## config.mk

```make
export PLATFORM = sky130hd
export DESIGN_NAME = llc_req_in_buffer
export DESIGN_NICKNAME = d
export VERILOG_FILES = /design/src/rtl/llc_req_in_buffer.sv
export SDC_FILE = /design/constraint.sdc
export NUM_CORES = 1
export LEC_CHECK = 0
export BUFFER_PORTS_ARGS = -buffer_cell sky130_fd_sc_hd__buf_2
export CAP_MARGIN = 20
export CORE_UTILIZATION = 55
export DETAILED_ROUTE_END_ITERATION = 6
export MAX_ROUTING_LAYER = met4
export PLACE_DENSITY = 0.82
export SLEW_MARGIN = 0
export SYNTH_ARGS = -nofsm -noshare
export SYNTH_HDL_FRONTEND = slang
export SYNTH_SLANG_ARGS = --single-unit
```

## constraint.sdc

```tcl
create_clock -name clk -period 9.5 [get_ports clk]
set_input_delay 1.425 -clock clk [delete_from_list [all_inputs] [get_ports clk]]
set_output_delay 1.425 -clock clk [all_outputs]
set_load 0.02 [all_outputs]
```

## src/rtl/llc_req_in_buffer.sv

```systemverilog
// llc_req_in_buffer: FIFO of incoming LLC coherence requests, current-request register and one stalled-request slot.
// Ports: clk/rst (async active-low); req_i_* upstream valid/ready request channel;
//        llc_req_in_valid + do_get_req pop handshake with the input decoder;
//        update_req_in_from_stalled / set_req_in_stalled / clr_req_in_stalled_valid stall-slot control;
//        req_in_* current request; req_in_stalled_valid; req_in_count occupancy; req_underflow_err sticky error.
module llc_req_in_buffer #(
    parameter int DEPTH     = 2,
    parameter int ADDR_BITS = 26,
    parameter int LINE_BITS = 128,
    parameter int ID_BITS   = 4
) (
    input  logic                       clk,
    input  logic                       rst,
    input  logic                       req_i_valid,
    output logic                       req_i_ready,
    input  logic [2:0]                 req_i_coh_msg,
    input  logic                       req_i_hprot,
    input  logic [ADDR_BITS-1:0]       req_i_addr,
    input  logic [LINE_BITS-1:0]       req_i_line,
    input  logic [ID_BITS-1:0]         req_i_id,
    output logic                       llc_req_in_valid,
    input  logic                       do_get_req,
    input  logic                       update_req_in_from_stalled,
    input  logic                       clr_req_in_stalled_valid,
    input  logic                       set_req_in_stalled,
    output logic                       req_in_stalled_valid,
    output logic [2:0]                 req_in_coh_msg,
    output logic                       req_in_hprot,
    output logic [ADDR_BITS-1:0]       req_in_addr,
    output logic [LINE_BITS-1:0]       req_in_line,
    output logic [ID_BITS-1:0]         req_in_id,
    output logic [$clog2(DEPTH):0]     req_in_count,
    output logic                       req_underflow_err
);
    localparam int PW = $clog2(DEPTH);
    typedef struct packed {
        logic [2:0]           coh_msg;
        logic                 hprot;
        logic [ADDR_BITS-1:0] addr;
        logic [LINE_BITS-1:0] line;
        logic [ID_BITS-1:0]   id;
    } req_t;
    req_t          mem [DEPTH];
    req_t          cur, stalled, din;
    logic [PW-1:0] wr_ptr, rd_ptr;
    logic [PW:0]   count;
    logic          empty, push, pop;
    assign din   = {req_i_coh_msg, req_i_hprot, req_i_addr, req_i_line, req_i_id};
    assign empty = count == '0;
    // ready depends only on occupancy so a same-cycle pop never reopens the push slot
    assign req_i_ready = count != (PW+1)'(DEPTH);
    assign push  = req_i_valid & req_i_ready;
    // a reload from the stalled slot takes the current-request register, so the FIFO must hold
    assign pop   = do_get_req & ~empty & ~update_req_in_from_stalled;
    assign llc_req_in_valid = ~empty;
    assign req_in_count     = count;
    assign {req_in_coh_msg, req_in_hprot, req_in_addr, req_in_line, req_in_id} = cur;
    always_ff @(posedge clk) begin
        if (push) mem[wr_ptr] <= din;
    end
    always_ff @(posedge clk or negedge rst) begin
        if (!rst) begin
            wr_ptr               <= '0;
            rd_ptr               <= '0;
            count                <= '0;
            cur                  <= '0;
            stalled              <= '0;
            req_in_stalled_valid <= 1'b0;
            req_underflow_err    <= 1'b0;
        end else begin
            if (push) wr_ptr <= wr_ptr + PW'(1);
            if (pop) rd_ptr <= rd_ptr + PW'(1);
            count <= count + {PW'(0), push} - {PW'(0), pop};
            if (update_req_in_from_stalled) cur <= stalled;
            else if (pop) cur <= mem[rd_ptr];
            if (set_req_in_stalled) stalled <= cur;
            req_in_stalled_valid <= set_req_in_stalled | (req_in_stalled_valid & ~clr_req_in_stalled_valid);
            // the decoder sees llc_req_in_valid through a register, so an empty pop is possible; flag it
            if (do_get_req & empty & ~update_req_in_from_stalled) req_underflow_err <= 1'b1;
        end
    end
endmodule

```

==> impl_metrics.yaml, run 1 <==
worst_hold_path:
  hold_path.class: "reg2reg"
  hp-start: "stalled[88]"
cells_and_area:
  nets: 2234
  layout-drive-gt1-share_pct: 28.7
  final_common_cell: "buf_2"
  fin_util_pct: 65.8
  final_cell_mix: "buf_2, dfrtp_1, edfxtp_1"
  syn2layout_area_growth_pct: 17.2
clocking:
  clk_path_buf_depth: 3
  clock-sinks: 654
  cts_buffers: 67
  cts_htree_levels: 3
  cts_root_buf: "clkbuf_16"
  hold_buffers: 0
  post_cts_resized: 0
  cts_tree: "yes"
  clk-insertion-delay-late_ps: 580
  clk_pin_slew_worst_paths_ps: 60
  post_cts_buffers: 0
timing:
  fin_crit_ps: 3520
  setup_viol: 0
  drv_slew: 0
  skew_ps: 18.2
  timing.final.ws_setup_ps: 5980
  slew_headroom_pct: 23.0
  timing_hold_violations_final: 0
  period_share_pct: 37.1
  timing.fmax_ghz: 0.284
  rsz0062_at_grt: "false"
  tightestPinTransition_ps: 1160
  setup_tns_ps: 0
placement:
  dpl.hpwl_um: 30200
  portBuffers: 336
  place_congestion: 0.786
  dp_slack_ps: 5600
pwr:
  pwr_density_cell_nw_per_um2: 342
  power.leakage_nw: 12.6
  vdd_ir_drop_max_v: 0.000375
yosys:
  synthXorXnorAreaFrac_pct: 0.105
  syn_nets: 1925
  syn_area_um2: 25000
  synth_mux_area_share_pct: 13.8
  synth_cell_types: 25
  ys_ff_latch: 654
  synth_fa_ha_area_share_pct: 0.0501
  yosys-top-cells-area: "edfxtp_1, dfrtp_1, mux2_2"
  yosysSeqAreaShare_pct: 72.0
  synth-compound-area-share_pct: 6.71
  synth.avg_cell_area_um2: 14.2
  synth-simple-area-share_pct: 5.08
  synth_top_family_by_area: "multiplexers"
  yosysTopAreaCellShare_pct: 38.9
  synth_top_area_cell: "edfxtp_1"
  yosysWarnings: 0
  synth_cells: 1755
routing:
  avgViaCountPerCell: 5.53
  drt_iter0_markers: 1389
  wire_per_inst_um: 19.6
  first_pass_iters: 5
  totalWireLength_um: 53300
  vias: 15100
  ant_nets: 0
  drc: 0
worst_setup_path:
  worstPathRequired_ps: 9930
  worstReg2RegStart: "req_in_count[0]"
  cp-start-kind: "primary input"
  criticalPathCategory: "in2reg"
  worstSetupEndpointType: "flop"
  worst_ep_arrival_time_ps: 3950
  crit_start: "do_get_req"
  critPathMaxFanout: 228
floorplan:
  initial_core_util_pct: 56.2
  row_count: 77
  die_area_um2: 46300
  core_area_um2: 44500
  io_pins: 337
  die_w_um: 215
  die_y_um: 215
global_routing:
  grt_pass1_wl_um: 83800
  grt_max_degree: 229
  antenna_found_initial: 14
  grt_pass1_vias: 15300
  grt_remaining_overflow: 0
  grt_use_total_pct: 24.0
run_status:
  outcome: "completed"
job:
  cap_violations: 0
-- layer usage --
metal	part of all wire, %	wire [um]	global-route usage (%)	vias up
li1	-	-	-	6918
met1	41	22100	30.5	7593
met2	49	26400	37.8	492
met3	7.5	4020	6.58	78
met4	1.7	912	7.00	0
met5	0	0	-	-
-- through the flow --
stage | hold WS, ps | instance area, um2 | instances | total power [W]
2_1_floorplan | 446 | 25000 | 1755 | 0.00653
3_3_place_gp | 454 | 27000 | 2586 | 0.00726
3_5_place_dp | 464 | 27000 | 2587 | 0.00745
4_1_cts | 472 | 29200 | 2709 | 0.0101
5_1_grt | 489 | 29300 | 2723 | 0.0105
6_report | 467 | 29300 | 2726 | 0.0100
-- state kept, by name (all words and copies together), names as in the netlist --
register	flops
req_underflow_err	1
rd_ptr	1
req_in_addr	26
req_in_id	4
stalled	162
wr_ptr	1
req_in_count	2
req_in_coh_msg	3
req_in_hprot	1
req_in_line	128
req_in_stalled_valid	1
mem	324
-- report_power, final --
group / switching (W) / internal, W
Sequential: 0.000590 / 0.00406
Combinational: 0.00170 / 0.00107
Clock: 0.00103 / 0.00158
-- synth_stat cells --
master	n
o22ai_1	1
buf_4	17
a21o_1	1
and3_1	1
ha_1	1
xnor2_1	3
clkbuf_1	37
o21ai_0	148
mux2_2	162
a22oi_1	1
o21ai_1	15
inv_1	1
a21oi_1	163
dfrtp_1	330
nor2_1	163
nand2b_1	3
buf_2	45
buf_1	1
edfxtp_1	324
mux2i_1	162
o21bai_1	1
o21ai_4	1
buf_6	7
or2_2	2
nand2_1	165
-- path summary, 6_finish.rpt --
path	end	slack, ps	depth (start not counted)
hold / removal	req_in_line[84]	470	2
max in group asynchronous	req_in_line[37]	7070	2
min in group asynchronous	req_in_line[115]	880	1
setup reg to reg	req_in_id[2]	6320	6
setup / recovery	req_in_id[2]	5980	7
hold reg to reg	req_in_line[84]	470	2
-- area by class of cell --
cell class,instances,area (um2)
repair buffers,347,1870
multi-input cells,993,6440
flip-flops and latches,654,18000
clock inverters,28,315
inverters,1,3.75
clock buffers,94,1880
diodes,17,42.5
well taps,592,741
fillers,3116,15200
-- critical path, cell delays in order --
cell and delay [ps]:
buf_2 120, o21ai_4 70, buf_12 630, buf_4 930, nor2_1 130, a21oi_1 170, o21ai_0 110
-- cells by family (layout without fill, tap and decap cells) --
| kind of cell | after synthesis | count (layout) |
|---|---|---|
| flip-flops | 654 | 654 |
| AND/OR/NAND/NOR | 334 | 334 |
| AO/OA/AOI/OAI | 331 | 331 |
| multiplexers | 324 | 324 |
| buffers and inverters | 108 | 470 |
| XOR/XNOR | 3 | 3 |
| adder cells (fa/ha/maj) | 1 | 1 |
| other | 0 | 17 |
Power figures use the tool's default switching activity.
==> inputs of run 2 (changes only) <==
Clock period 9.5 ns to 3.3 ns, I/O delays scaled along.
==> run 2 against run 1 <==
Net effect: via count rose by 0.13%; clock skew fell by 5.5 ps; routed wire length rose by 0.78%; cell count rose by 0.51%; sequential power rose to 2.9 times the previous value; utilization rose by 0.52 points; combinational power rose to 2.9 times the previous value; critical endpoint is now llc_req_in_valid; largest power group unchanged.
==> impl_metrics.yaml, run 2 (synthesis gave the netlist of run 1 again) <==
run_status:
  outcome: "completed"
cells_and_area:
  largest_reg_flops: 324
  seqCellArea_um2: 18000
  nets: 2252
  nFillCells: 3074
  top_register: "mem"
  fin_util_pct: 66.3
  final_cell_mix: "buf_2, dfrtp_1, edfxtp_1"
  final_common_cell: "buf_2"
  layout-drive-gt1-share_pct: 29.3
  syn2layout_area_growth_pct: 18.1
  multi_input_area_um2: 6460
clocking:
  clk_pin_slew_worst_paths_ps: 60
  clk-insertion-delay-late_ps: 570
  cts_htree_levels: 3
  clk_path_buf_depth: 3
  cts_tree: "yes"
  post_cts_buffers: 0
  cts_buffers: 67
  clock-sinks: 654
  cts_root_buf: "clkbuf_16"
global_routing:
  grt_pass1_wl_um: 85100
  antenna_found_initial: 13
  grt_max_degree: 172
  grt_use_total_pct: 24.3
  grt_pass1_vias: 15700
  grt_remaining_overflow: 0
routing:
  drc: 0
  ant_nets: 0
  wire_per_inst_um: 19.6
  drt_iter0_markers: 1224
  first_pass_iters: 5
  vias: 15100
  avgViaCountPerCell: 5.51
  totalWireLength_um: 53800
job:
  cap_violations: 0
floorplan:
  initial_core_util_pct: 56.2
  die_w_um: 215
  core_area_um2: 44500
  die_y_um: 215
  io_pins: 337
  die_area_um2: 46300
  row_count: 77
timing:
  fin_crit_ps: 2080
  timing.fmax_ghz: 0.482
  slew_headroom_pct: 41.6
  rsz0062_at_grt: "false"
  setup_viol: 0
  timing_hold_violations_final: 0
  tightestPinTransition_ps: 876
  period_share_pct: 62.9
  drv_slew: 0
  skew_ps: 12.8
worst_setup_path:
  worstSetupEndpointType: "output port"
  critPathMaxFanout: 7
  worstReg2RegStart: "rd_ptr"
  crit_buf_inv: 1
  crit_start: "req_in_count[0]"
  criticalPathCategory: "reg2out"
  reg2reg_slack_ps: 1280
  worst_ep_arrival_time_ps: 1580
  crit_family: "flip-flops"
  worstPathRequired_ps: 2800
  cp-start-kind: "flop"
  cpMaxStageDelayCell: "dfrtp_2"
  critical_path.cell_chain: "or2_2 > buf_2"
  critPathMaxStageDelay_ps: 460
pwr:
  p_total_w: 0.0287
  pwr_density_cell_nw_per_um2: 972
  power.leakage_nw: 12.7
  vdd_ir_drop_max_v: 0.000586
worst_hold_path:
  hold_path.class: "in2reg"
  hp-start: "req_i_addr[3]"
placement:
  dpl.hpwl_um: 32600
  place_congestion: 0.795
  portBuffers: 336
-- run 2: cell count changes in the layout (fill, tap and decap cells not counted), sizes merged --
cell / before / now
dlygate4sd3: 0 / 1
buf: 346 / 363
clkbuf: 95 / 102
bufinv: 7 / 3
clkinvlp: 3 / 0
clkinv: 17 / 13
-- run 2: timing repair --
item                      CTS  global route
resized for setup           0             0
hold endpoints to repair   75             0
hold buffers                1             0
-- run 2: worst paths after layout --
check,end,cells after the start
hold reg to reg,req_in_line[66],2
setup reg to reg,req_in_line[108],5
max in group asynchronous,req_in_count[0],3
hold / removal,mem[1][135],1
min in group asynchronous,req_in_line[63],2
setup / recovery,llc_req_in_valid,2
-- run 2: power breakdown --
part	leakage, nW	internal [W]	switching [W]
Combinational	4.41	0.00323	0.00489
Clock	1.03	0.00431	0.00292
Sequential	7.23	0.0117	0.00169
Total	12.7	0.0192	0.00950
-- run 2: worst reg2reg max path, delay by kind of cell (launching register included) --
family | cells | cell delay, ps
flops | 1 | 830
compound gates | 2 | 270
buf+inv | 1 | 420
simple gates | 1 | 60
mux | 1 | 270
-- run 2: metal layers --
layer | vias to the layer above | global-route usage, % | share of wire (%) | routed length, um
met4 | 0 | 9.03 | 3.0 | 1630
met2 | 479 | 38.2 | 49 | 26500
li1 | 6937 | - | - | -
met1 | 7564 | 30.3 | 40 | 21700
met5 | - | - | 0 | 0
met3 | 121 | 6.48 | 7.3 | 3910
-- run 2: stage by stage --
| stage | std cells | TNS, ps | hold slack [ps] | setup slack (ps) | instance area, um2 |
|---|---|---|---|---|---|
| 2_1_floorplan | 1755 | -45570 | 199 | -281 | 25000 |
| 4_1_cts | 2723 | 0 | 75.3 | 1190 | 29500 |
| 6_report | 2740 | 0 | 106 | 1220 | 29500 |
| 5_1_grt | 2736 | 0 | 71.4 | 1120 | 29500 |
| 3_5_place_dp | 2604 | 0 | 460 | 1270 | 27400 |
| 3_3_place_gp | 2604 | 0 | 455 | 1290 | 27400 |
-- run 2: area by class of cell --
cell class | count | share of cell area [%]
antenna | 17 | 0.144
clock buffer | 101 | 6.60
clock inverter | 17 | 0.530
inverter | 1 | 0.0127
multi-input combinational | 993 | 21.9
sequential | 654 | 61.0
tap | 592 | 2.51
timing repair buffer | 365 | 7.37
==> inputs of run 3 (changes only) <==
Clock period 3.3 ns to 2 ns, I/O delays scaled along.
==> run 3 against run 2 <==
Net effect: highest routed layer unchanged; utilization grew 4.3 points; largest power group unchanged; die area unchanged; cell count up 6.9%; via count increased by 7.3%.
==> impl_metrics.yaml, run 3 (synthesis gave the netlist of run 1 again) <==
timing:
  setup_viol: 0
  timing.fmax_ghz: 0.520
  slew_headroom_pct: 62.2
  period_share_pct: 96.1
  hold_slack_ps: 38.3
  timing.final.ws_setup_ps: 77.5
  fin_crit_ps: 1920
  rsz0062_at_grt: "false"
  tightestPinTransition_ps: 567
  timing_hold_violations_final: 0
  drv_slew: 0
  skew_ps: 11.8
clocking:
  cts_buffers: 61
  cts_tree: "yes"
  cts_htree_levels: 2
  cts_root_buf: "clkbuf_16"
  clk_path_buf_depth: 3
  hold_buffers: 164
  clock-sinks: 654
  post_cts_buffers: 0
  clk-insertion-delay-late_ps: 610
  post_cts_resized: 0
  clk_pin_slew_worst_paths_ps: 60
pwr:
  pwr_density_cell_nw_per_um2: 1520
  power.leakage_nw: 13.5
  p_total_w: 0.0479
  vdd_ir_drop_max_v: 0.00103
placement:
  dp_cells: 2646
  place_congestion: 0.829
  dpl.hpwl_um: 35800
  portBuffers: 336
  placed_cell_area_um2: 27800
  dp_slack_ps: 306
cells_and_area:
  syn2layout_area_growth_pct: 25.7
  largest_reg_flops: 324
  final_common_cell: "buf_2"
  nets: 2451
  final_area_um2: 31400
  layout-drive-gt1-share_pct: 28.2
  top_register: "mem"
  stdcell_count: 2930
  final_cell_mix: "buf_2, dfrtp_1, edfxtp_1"
routing:
  avgViaCountPerCell: 5.53
  totalWireLength_um: 59000
  vias: 16200
  drc: 0
  ant_nets: 0
  first_pass_iters: 5
  wire_per_inst_um: 20.1
  drt_iter0_markers: 1417
worst_setup_path:
  critPathMaxFanout: 7
  worst_ep_arrival_time_ps: 1620
  reg2reg_slack_ps: 210
  worstPathRequired_ps: 1700
  cp-start-kind: "flop"
  worstReg2RegStart: "req_in_count[0]"
  r2r-end: "req_in_line[13]"
  worstSetupEndpointType: "output port"
  r2r_cells: 6
  criticalPathCategory: "reg2out"
worst_hold_path:
  hold_depth: 3
  holdPathEnd: "wr_ptr"
  hp-start: "req_i_valid"
  hold_path.class: "in2reg"
run_status:
  outcome: "completed"
floorplan:
  row_count: 77
  die_area_um2: 46300
  io_pins: 337
  core_area_um2: 44500
  initial_core_util_pct: 56.2
  die_y_um: 215
  die_w_um: 215
job:
  cap_violations: 0
global_routing:
  grt_pass1_vias: 17100
  grt_max_degree: 130
  grt_remaining_overflow: 0
  grt_pass1_wl_um: 93800
  grt_use_total_pct: 26.7
  antenna_found_initial: 8
run 3: cell types whose count changed in the layout (fill, tap and decap cells not counted), sizes merged:
| cell | previous run | this run |
|---|---|---|
| dlygate4sd3 | 1 | 164 |
| buf | 363 | 405 |
| diode | 17 | 8 |
| clkbuf | 102 | 95 |
| clkinv | 13 | 9 |
| clkinvlp | 0 | 4 |
| bufinv | 3 | 5 |
| inv | 2 | 1 |
run 3: critical path: stages, from the launching register on:
cell and delay, ps:
dfrtp_2 460, or2_2 380, buf_2 180
run 3: per-layer routing:
layer	routed length [um]	global-route usage, %	vias up
met5	0	-	-
met4	2050	10.5	0
met3	4020	5.07	143
met2	30300	44.3	647
met1	22700	32.4	8093
li1	-	-	7327
run 3: worst max-delay path by stage:
| stage | slack [ps] | to | cells after the start | from |
|---|---|---|---|---|
| after floorplan | -1580 | mem[0][0] | 3 | req_in_count[0] |
| after detailed placement | 310 | mem[1][161] | 4 | req_in_count[0] |
| after global routing | 20 | llc_req_in_valid | 2 | req_in_count[1] |
| final | 80 | llc_req_in_valid | 2 | req_in_count[0] |
| after global placement | 360 | mem[1][161] | 4 | req_in_count[0] |
| after CTS | 30 | llc_req_in_valid | 2 | req_in_count[1] |
run 3: metrics by stage:
stage                     setup TNS, ps  util (%)
after global placement                0      62.5
after CTS                             0      70.6
after floorplan                 -444760         -
final                                 0      70.6
after global routing                  0      70.6
after detailed placement              0      62.5
run 3: area by class of cell:
class	instances	area (um2)
clock inverters	18	218
inverters	1	3.75
multi-input cells	993	6460
well taps	592	741
flip-flops and latches	654	18000
fillers	2808	13100
clock buffers	94	1710
diodes	8	20.0
repair buffers	570	4290
run 3: power breakdown:
group | leakage, nW | internal, W | switching, W
clock | 0.919 | 0.00649 | 0.00483
combinational | 5.36 | 0.00598 | 0.00857
sequential | 7.23 | 0.0192 | 0.00277
total | 13.5 | 0.0317 | 0.0162
